## config.mk

```make
export PLATFORM = sky130hd
export DESIGN_NAME = scan_frame_scanner_flat
export DESIGN_NICKNAME = d
export VERILOG_FILES = /design/src/rtl/scan_frame_pkg.sv /design/src/rtl/scan_frame_scanner_if.sv /design/src/rtl/scan_bit_timer.sv /design/src/rtl/scan_frame_scanner.sv /design/src/flat_wrapper.sv
export SDC_FILE = /design/constraint.sdc
export NUM_CORES = 1
export LEC_CHECK = 0
export CORE_ASPECT_RATIO = 1.2
export CORE_UTILIZATION = 51
export CTS_BUF_LIST = sky130_fd_sc_hd__clkbuf_4 sky130_fd_sc_hd__clkbuf_8
export CTS_CLUSTER_SIZE = 14
export DETAILED_ROUTE_END_ITERATION = 8
export HOLD_SLACK_MARGIN = 0.08
export PLACE_DENSITY = 0.9
export SYNTH_ARGS = -nofsm -noshare
export SYNTH_HDL_FRONTEND = slang
export SYNTH_HIERARCHICAL = 1
export SYNTH_SLANG_ARGS = --single-unit
```

## constraint.sdc

```tcl
create_clock -name CLK1 -period 2.83 [get_ports CLK1]
set_input_delay 0.566 -clock CLK1 [delete_from_list [all_inputs] [get_ports CLK1]]
set_output_delay 0.566 -clock CLK1 [all_outputs]
set_load 0.02 [all_outputs]
```

## src/rtl/scan_frame_pkg.sv

```systemverilog
// Shared types and constants for the scan-frame scanner: FSM states, mode codes
// and the counter-width helper used by the bit timer.
package scan_frame_pkg;

  typedef enum logic [1:0] {
    IDLE    = 2'd0,
    CAPTURE = 2'd1,
    SHIFT   = 2'd2,
    FINISH  = 2'd3
  } state_t;

  localparam logic [1:0] MODE_CAPTURE = 2'b00;
  localparam logic [1:0] MODE_LOAD    = 2'b01;
  localparam logic [1:0] MODE_XCHG    = 2'b10;

  // Width for a counter holding 0..n-1, never narrower than one bit.
  function automatic int cnt_width(input int n);
    return (n <= 2) ? 1 : $clog2(n);
  endfunction

endpackage

```

## src/rtl/scan_frame_scanner_if.sv

```systemverilog
// Controller-facing bus of the scan-frame scanner; the master is the frame-level
// test controller, the slave is the scanner itself.
interface scan_frame_scanner_if
  import scan_frame_pkg::*;
#(
    parameter int NUM_CH = 8
);
    // Handshake: START is a request sampled only while the scanner is idle; a
    // request seen in any other state is dropped, not queued. BUSY is high from
    // the cycle after acceptance through the last serial bit, and DONE pulses for
    // exactly one cycle after BUSY falls, with CFG already holding the commit.
    logic [NUM_CH-1:0] INPUT;
    logic              START;
    logic [1:0]        MODE;
    logic              D;
    logic              OUTPUT;
    logic              OUT_VALID;
    logic [NUM_CH-1:0] CFG;
    logic              BUSY;
    logic              DONE;
    state_t            dbg_state;
    logic [1:0]        dbg_mode;

    modport master (
        output INPUT, START, MODE, D,
        input  OUTPUT, OUT_VALID, CFG, BUSY, DONE, dbg_state, dbg_mode
    );

    modport slave (
        input  INPUT, START, MODE, D,
        output OUTPUT, OUT_VALID, CFG, BUSY, DONE, dbg_state, dbg_mode
    );

endinterface

```

## src/rtl/scan_bit_timer.sv

```systemverilog
// Bit-period divider plus bit counter: strobes once per DIV cycles while enabled
// and flags the strobe that completes the NUM_CH-th bit.
module scan_bit_timer
  import scan_frame_pkg::*;
#(
    parameter int NUM_CH = 8,
    parameter int DIV    = 2
) (
    input  logic clk,
    input  logic rst,
    input  logic clear,
    input  logic en,
    output logic strobe,
    output logic last_bit
);

    localparam int DW = cnt_width(DIV);
    localparam int BW = cnt_width(NUM_CH + 1);
    localparam logic [DW-1:0] DIV_LAST = DW'(DIV - 1);
    localparam logic [BW-1:0] BIT_LAST = BW'(NUM_CH - 1);

    logic [DW-1:0] div_cnt;
    logic [BW-1:0] bit_cnt;

    assign strobe   = en && (div_cnt == DIV_LAST);
    assign last_bit = strobe && (bit_cnt == BIT_LAST);

    always_ff @(posedge clk) begin
        if (rst || clear) begin
            div_cnt <= '0;
            bit_cnt <= '0;
        end else if (strobe) begin
            div_cnt <= '0;
            bit_cnt <= bit_cnt + 1'b1;
        end else if (en) begin
            div_cnt <= div_cnt + 1'b1;
        end
    end

endmodule

```

## src/rtl/scan_frame_scanner.sv

```systemverilog
// NUM_CH-channel vertical scanner: captures island outputs and/or loads a config
// word over one serial pad per transaction, committing CFG atomically at the end.
module scan_frame_scanner
  import scan_frame_pkg::*;
#(
    parameter int                NUM_CH    = 8,
    parameter int                DIV       = 2,
    parameter logic [NUM_CH-1:0] CFG_RESET = '0
) (
    input logic                  CLK1,
    input logic                  RESET,
    scan_frame_scanner_if.slave  bus
);

    state_t            state;
    logic [1:0]        mode_q;
    logic [NUM_CH-1:0] sreg;
    logic [NUM_CH-1:0] sreg_next;
    logic [NUM_CH-1:0] cfg_q;
    logic              busy_q;
    logic              done_q;
    logic              strobe;
    logic              last_bit;
    logic              din;

    scan_bit_timer #(
        .NUM_CH (NUM_CH),
        .DIV    (DIV)
    ) u_timer (
        .clk      (CLK1),
        .rst      (RESET),
        .clear    (state == CAPTURE),
        .en       (state == SHIFT),
        .strobe   (strobe),
        .last_bit (last_bit)
    );

    // Capture-only transactions shift zeros in so the pad never feeds CFG.
    assign din       = (mode_q != MODE_CAPTURE) && bus.D;
    assign sreg_next = {din, sreg[NUM_CH-1:1]};

    always_ff @(posedge CLK1) begin
        if (RESET) begin
            state  <= IDLE;
            mode_q <= MODE_CAPTURE;
            sreg   <= '0;
            cfg_q  <= CFG_RESET;
            busy_q <= 1'b0;
            done_q <= 1'b0;
        end else begin
            case (state)
                IDLE: begin
                    if (bus.START) begin
                        // Reserved code 11 behaves as a plain capture.
                        mode_q <= (bus.MODE == MODE_LOAD || bus.MODE == MODE_XCHG) ?
                                  bus.MODE : MODE_CAPTURE;
                        busy_q <= 1'b1;
                        state  <= CAPTURE;
                    end
                end
                CAPTURE: begin
                    sreg  <= (mode_q == MODE_LOAD) ? '0 : bus.INPUT;
                    state <= SHIFT;
                end
                SHIFT: begin
                    if (strobe) begin
                        sreg <= sreg_next;
                    end
                    if (last_bit) begin
                        if (mode_q != MODE_CAPTURE) begin
                            cfg_q <= sreg_next;
                        end
                        busy_q <= 1'b0;
                        done_q <= 1'b1;
                        state  <= FINISH;
                    end
                end
                FINISH: begin
                    done_q <= 1'b0;
                    state  <= IDLE;
                end
                default: state <= IDLE;
            endcase
        end
    end

    assign bus.OUTPUT    = (state == SHIFT) && sreg[0];
    assign bus.OUT_VALID = strobe;
    assign bus.CFG       = cfg_q;
    assign bus.BUSY      = busy_q;
    assign bus.DONE      = done_q;
    assign bus.dbg_state = state;
    assign bus.dbg_mode  = mode_q;

endmodule

```

## src/flat_wrapper.sv

```systemverilog
// flat-port wrapper written by rule: the top's interface ports become plain ports
module scan_frame_scanner_flat import scan_frame_pkg::*;
#(
    parameter int                NUM_CH    = 8,
    parameter int                DIV       = 2,
    parameter logic [NUM_CH-1:0] CFG_RESET = '0
)
  (CLK1, RESET, bus_INPUT, bus_START, bus_MODE, bus_D, bus_OUTPUT, bus_OUT_VALID, bus_CFG, bus_BUSY, bus_DONE, bus_dbg_state, bus_dbg_mode);
  scan_frame_scanner_if #(.NUM_CH(NUM_CH)) bus_i ();
  input logic CLK1;
  input logic RESET;
  input wire logic [$bits(bus_i.INPUT)-1:0] bus_INPUT;
  input wire logic [$bits(bus_i.START)-1:0] bus_START;
  input wire logic [$bits(bus_i.MODE)-1:0] bus_MODE;
  input wire logic [$bits(bus_i.D)-1:0] bus_D;
  output wire logic [$bits(bus_i.OUTPUT)-1:0] bus_OUTPUT;
  output wire logic [$bits(bus_i.OUT_VALID)-1:0] bus_OUT_VALID;
  output wire logic [$bits(bus_i.CFG)-1:0] bus_CFG;
  output wire logic [$bits(bus_i.BUSY)-1:0] bus_BUSY;
  output wire logic [$bits(bus_i.DONE)-1:0] bus_DONE;
  output wire logic [$bits(bus_i.dbg_state)-1:0] bus_dbg_state;
  output wire logic [$bits(bus_i.dbg_mode)-1:0] bus_dbg_mode;
  assign bus_i.INPUT = bus_INPUT;
  assign bus_i.START = bus_START;
  assign bus_i.MODE = bus_MODE;
  assign bus_i.D = bus_D;
  assign bus_OUTPUT = bus_i.OUTPUT;
  assign bus_OUT_VALID = bus_i.OUT_VALID;
  assign bus_CFG = bus_i.CFG;
  assign bus_BUSY = bus_i.BUSY;
  assign bus_DONE = bus_i.DONE;
  assign bus_dbg_state = bus_i.dbg_state;
  assign bus_dbg_mode = bus_i.dbg_mode;
  scan_frame_scanner #(.NUM_CH(NUM_CH), .DIV(DIV), .CFG_RESET(CFG_RESET)) u_core (.CLK1(CLK1), .RESET(RESET), .bus(bus_i));
endmodule
```

# Yosys cells after proc, flatten, opt, wreduce, memory -nomap -nowiden

Index checks and enable logic that the tools add are counted.

Register bits after elaboration: 27
Bits in latches: 0
RAM bits: 0
Memory bits (read-only): 0
Input port bits: 14
Output and inout bits: 16
Logic and storage cells: 50
Memories kept: 0

Add/subtract/negate cells: 2
Multipliers: 0
Divide/modulo/power cells: 0
$lt $le $gt $ge: 0
Equality and inequality tests: 10
Shifts and indexed selects: 0
Mux-type cells: 12
Bitwise logic cells: 0
Reduce and logical (&&, ||, !) cells: 18

Operators by type and width:

| kind                                                                     | number |
|---|---|
| 8-bit two-way mux                                                        | 2 |
| 8-bit case mux with 2 select lines                                       | 1 |
| 2-bit case mux with 4 select lines                                       | 1 |
| 2-bit AND reduction                                                      | 4 |
| 2-bit nonzero test                                                       | 4 |
| 2-bit by 1-bit equality test with 1-bit output (second input constant)   | 3 |
| 2-bit equality test (second input constant)                              | 3 |
| 2-bit two-way mux                                                        | 3 |
| 3-bit AND reduction                                                      | 2 |
| 4-bit by 1-bit adder with 4-bit output (second input constant)           | 1 |
| 4-bit by 3-bit equality test with 1-bit output (second input constant)   | 1 |
| 1-bit logical AND                                                        | 4 |
| 2-bit by 1-bit inequality test with 1-bit output (second input constant) | 2 |
| 1-bit case mux with 2 select lines                                       | 2 |
| 1-bit two-way mux                                                        | 3 |
| 2-bit zero test                                                          | 1 |
| 1-bit logical OR                                                         | 2 |
| 2-bit inequality test (second input constant)                            | 1 |
| 2-bit OR reduction                                                       | 1 |
| 1-bit adder (second input constant)                                      | 1 |

# Logic depth before layout (Yosys ltp)

Depth after elaboration: 5
Depth in mapped cells: 8
Depth with buffers taken out: 7

# By module

Netlist, hierarchy kept.

By module, submodules not included:

| module             | instances | cells an instance | area each (um^2) |
|---|---|---|---|
| scan_frame_scanner | 1         | 108               | 1037.2 |
| scan_bit_timer     | 1         | 25                | 220.2 |

# Worst setup path before layout

Ideal clock, no wire load.

Path kind: register -> register
Start point: reg u_core.state[1] (netlist: u_core/bus.dbg_state[1])
End point: reg u_core.cfg_q[0] (netlist: u_core/bus.CFG[0])
Library setup time: 0.128 ns
Arrival time: 1.986 ns
Path slack: 0.717 ns
Cell stages (with the launch flop): 7
Period minus slack after synthesis: 2.113 ns
Path through: dfxtp_1 ha_1 nand3_2 nor3b_1 o211ai_2 mux2i_1 nor2_1

Longest elaborated chain between the ends: 4

RTL lines:

| element                       | line                     | RTL |
|---|---|---|
| start: declaration            | scan_frame_scanner.sv:15 | `state_t state;` |
| start signal: assignment      | scan_frame_scanner.sv:44 | `state <= IDLE;` |
| start signal: assignment      | scan_frame_scanner.sv:58 | `state <= CAPTURE;` |
| start signal: assignment      | scan_frame_scanner.sv:63 | `state <= SHIFT;` |
| 2-bit equality test           | scan_frame_scanner.sv:33 | `.en (state == SHIFT),` |
| 1-bit logical AND             | scan_bit_timer.sv:25     | `assign strobe = en && (div_cnt == DIV_LAST);` |
| 1-bit logical AND             | scan_bit_timer.sv:26     | `assign last_bit = strobe && (bit_cnt == BIT_LAST);` |
| named net u_core.last_bit     | scan_frame_scanner.sv:23 | `logic last_bit;` |
| 3-bit AND reduction (no line) | --                       |  |
| end signal: assignment        | scan_frame_scanner.sv:71 | `cfg_q <= sreg_next;` |
| end: declaration              | scan_frame_scanner.sv:19 | `logic [NUM_CH-1:0] cfg_q;` |

The timed path passes the listed nets, and every way through them passes these cells.
A chain may end at the register's enable or synchronous reset.

# Final worst setup path

Start point: reg u_core.state[0] (netlist: u_core/bus.dbg_state[0])
End point: out bus_OUTPUT

Longest elaborated chain between the ends: 2

RTL lines:

| element             | line                     | RTL |
|---|---|---|
| 2-bit equality test | scan_frame_scanner.sv:87 | `assign bus.OUTPUT = (state == SHIFT) && sreg[0];` |
| 1-bit logical AND   | scan_frame_scanner.sv:87 |  |
| end: declaration    | flat_wrapper.sv:16       | `output wire logic [$bits(bus_i.OUTPUT)-1:0] bus_OUTPUT;` |

Every way passes these cells.

==> impl_metrics.tcl <==
set metrics [dict create \
    reg2reg_to "u_core/bus.CFG[0]" \
    synth_area_leader_cell "dfxtp_1" \
    cts-root-buf "clkbuf_4" \
    start_util_pct 54.5 \
    hold_violations 0 \
    htree_num_levels 1 \
    n_antenna_cell 0 \
    pre_cts_slack_ns 0.719 \
    drc 0 \
    synth_area_leaders "dfxtp_1 43%, ha_1 7.0%, mux2i_1 6.4%" \
    fmax_ghz 0.412 \
    ios 30 \
    setup-violations-final 0 \
    power_density_nw_per_um2 779 \
    grt.total_usage_pct 22.4 \
    dieArea_um2 2670 \
    cts_setup_buffers 0 \
    rsz0062_at_grt "no" \
    setup_tns_ns 0 \
    dp_hpwl_um 1970 \
    finalWeightedCongestion 0.917 \
    multiInputGateArea_um2 664 \
    p_leak_nw 0.651 \
    hp-class "flip-flop to flip-flop" \
    wl_per_cell_um 13.7 \
    path_class "flip-flop to output port" \
    async_reset_ff_share_pct 0 \
    maxCapViolCount 0 \
    r2r_setup_slack_ns 0.71 \
    hold_depth 2 \
    synth_edf_count 0 \
    first_pass_iters 4 \
    slew_violations 0 \
    wirelength_um 2670 \
    seq_area_frac_synth_pct 43.0 \
    final_nets 186 \
    vias_per_cell 5.59 \
    port_buffers 29 \
    cts.sinks 27 \
    whs_endpoint "u_core/u_timer/bit_cnt[3]" \
    insertion_delay_ns 0.33 \
    finalClockSkew_ns 0.00940 \
    numCtsBuffers 3 \
    fillerInstances 181 \
    vias 1091 \
    fin_crit_sh_pct 85.8 \
    synth-main-ff-cell "dfxtp_1" \
    ir_drop_uv 496 \
    syn_nets 154 \
    synth_area_per_cell_um2 9.45 \
    hold_buffers 0 \
    antenna_found_initial 0 \
    die_h_um 56.4 \
    cp.required_ns 2.26 \
    grt_pass1_vias 1015 \
    timing.rr.start "u_core/bus.dbg_state[0]" \
    area_growth_pct 27.7 \
    cts_buffer_depth 2 \
    cts_tree "done" \
    synthCells 133 \
    layout_min_cycle_time_ns 2.43 \
    synth_top_area_share_pct 43.0 \
    ys_types 32 \
    worstSetupEndpointType "output port" \
    crit_fanout 5 \
    cp_data_arrival_time_ns 1.86 \
    ys_seq_elements 27 \
    relSlewSlack_pct 58.0 \
    setup_ws_ns 0.403 \
    num_rows 19 \
    drtIter0Drc 35 \
    syn-cell-area_um2 1260 \
    grt_pass1_wl_um 4350 \
    clk_pin_slew_ns 0.14 \
    die_w_um 47.3 \
    hold_path_startpoint "u_core/u_timer/bit_cnt[3]" \
    status "finished clean" \
    max_slew.worst_pin.slew_ns 0.629 \
    grt_max_degree 17 \
    start_kind "flip-flop" \
    drive_above_1_share_pct 7.93 \
    regArea_um2 541 \
    reg2reg_depth 9 \
    coreArea_um2 2310 \
    grt.overflow.total 0 \
    ant_nets 0 \
    cts_resized 0 \
    yosysWarnings 6 \
]
## cell type report
type | count | area share, %
clock buffer | 3 | 1.40
clock inverter | 1 | 0.468
inverter | 5 | 1.17
multi-input combinational | 96 | 41.4
sequential | 27 | 33.7
tap | 31 | 2.42
timing repair buffer | 32 | 19.5
## critical path, cell delays in order (launching register included)
cell             delay, ns
dfxtp_1               0.43
inv_1                 0.12
ha_1                  0.27
and2_1                0.18
clkdlybuf4s50_1       0.53
## how the worst max path moves through the flow
| stage | start | to | depth (start not counted) |
|---|---|---|---|
| after floorplan | u_core/bus.dbg_state[1] | u_core/bus.CFG[0] | 6 |
| after global placement | u_core/bus.dbg_state[0] | bus_OUTPUT | 4 |
| after detailed placement | u_core/bus.dbg_state[0] | u_core/bus.CFG[0] | 9 |
| after CTS | u_core/bus.dbg_state[0] | bus_OUTPUT | 4 |
| after global routing | u_core/bus.dbg_state[0] | bus_OUTPUT | 4 |
| final | u_core/bus.dbg_state[0] | bus_OUTPUT | 4 |
## flip-flops by register name (all words and copies together) (netlist names)
signal,flops
u_core/bus.CFG,8
u_core/sreg,8
u_core/u_timer/bit_cnt,4
u_core/bus.dbg_mode,2
u_core/bus.dbg_state,2
u_core/bus.BUSY,1
u_core/bus.DONE,1
u_core/u_timer/div_cnt,1
## per-stage QoR
step                      util, %  hold slack [ns]  total power, mW  instance area (um2)  cells
after floorplan                 -            0.452            0.936                 1260    133
after global placement       68.3            0.461             1.05                 1580    191
after detailed placement     68.3            0.480             1.07                 1580    191
after CTS                    69.6            0.501             1.25                 1610    195
after global routing         69.6            0.538             1.33                 1610    195
final                        69.6            0.501             1.25                 1610    195
## cells in the mapped netlist, types with 3 or more instances
master    count
a211oi_1      7
dfxtp_1      27
nor2b_1       3
mux2i_1       8
o21ai_0       3
nand2_1       7
nor2_1       19
a21oi_1       8
a32oi_1       6
clkbuf_1      3
nand3_1       5
nand2b_1      4
ha_1          7
inv_1         5
## where the power goes
part | internal [mW] | switching, mW | leakage, nW
clock | 0.0541 | 0.119 | 0.0139
combinational | 0.237 | 0.304 | 0.417
sequential | 0.462 | 0.0740 | 0.220
total | 0.753 | 0.497 | 0.651
## layer usage
metal	global-route usage [%]	wire, um	vias up
li1	-	-	537
met1	28.0	1130	516
met2	36.2	1380	32
met3	3.86	117	6
met4	9.80	53	0
met5	0	0	-
## cell usage in the layout (no fill, tap or decap), drive strengths merged, types with 3 or more instances in the layout
master / count
a211oi: 7
a21oi: 8
a32oi: 6
buf: 3
clkbuf: 3
clkdlybuf4s50: 29
dfxtp: 27
ha: 7
inv: 5
mux2i: 8
nand2: 7
nand2b: 4
nand3: 6
nor2: 19
nor2b: 3
o21ai: 3
## kinds of logic (layout without fill, tap and decap cells)
kind of cell | count (synthesis) | in the layout | synth area share [%]
simple gates | 47 | 47 | 18.4
compound gates | 29 | 29 | 16.9
fa+ha+maj | 7 | 7 | 6.96
mux | 10 | 10 | 8.46
xor+xnor | 3 | 3 | 2.09
buf+inv | 10 | 41 | 4.18
flops | 27 | 27 | 43.0
Note: power is estimated with default switching activity, not from simulation.
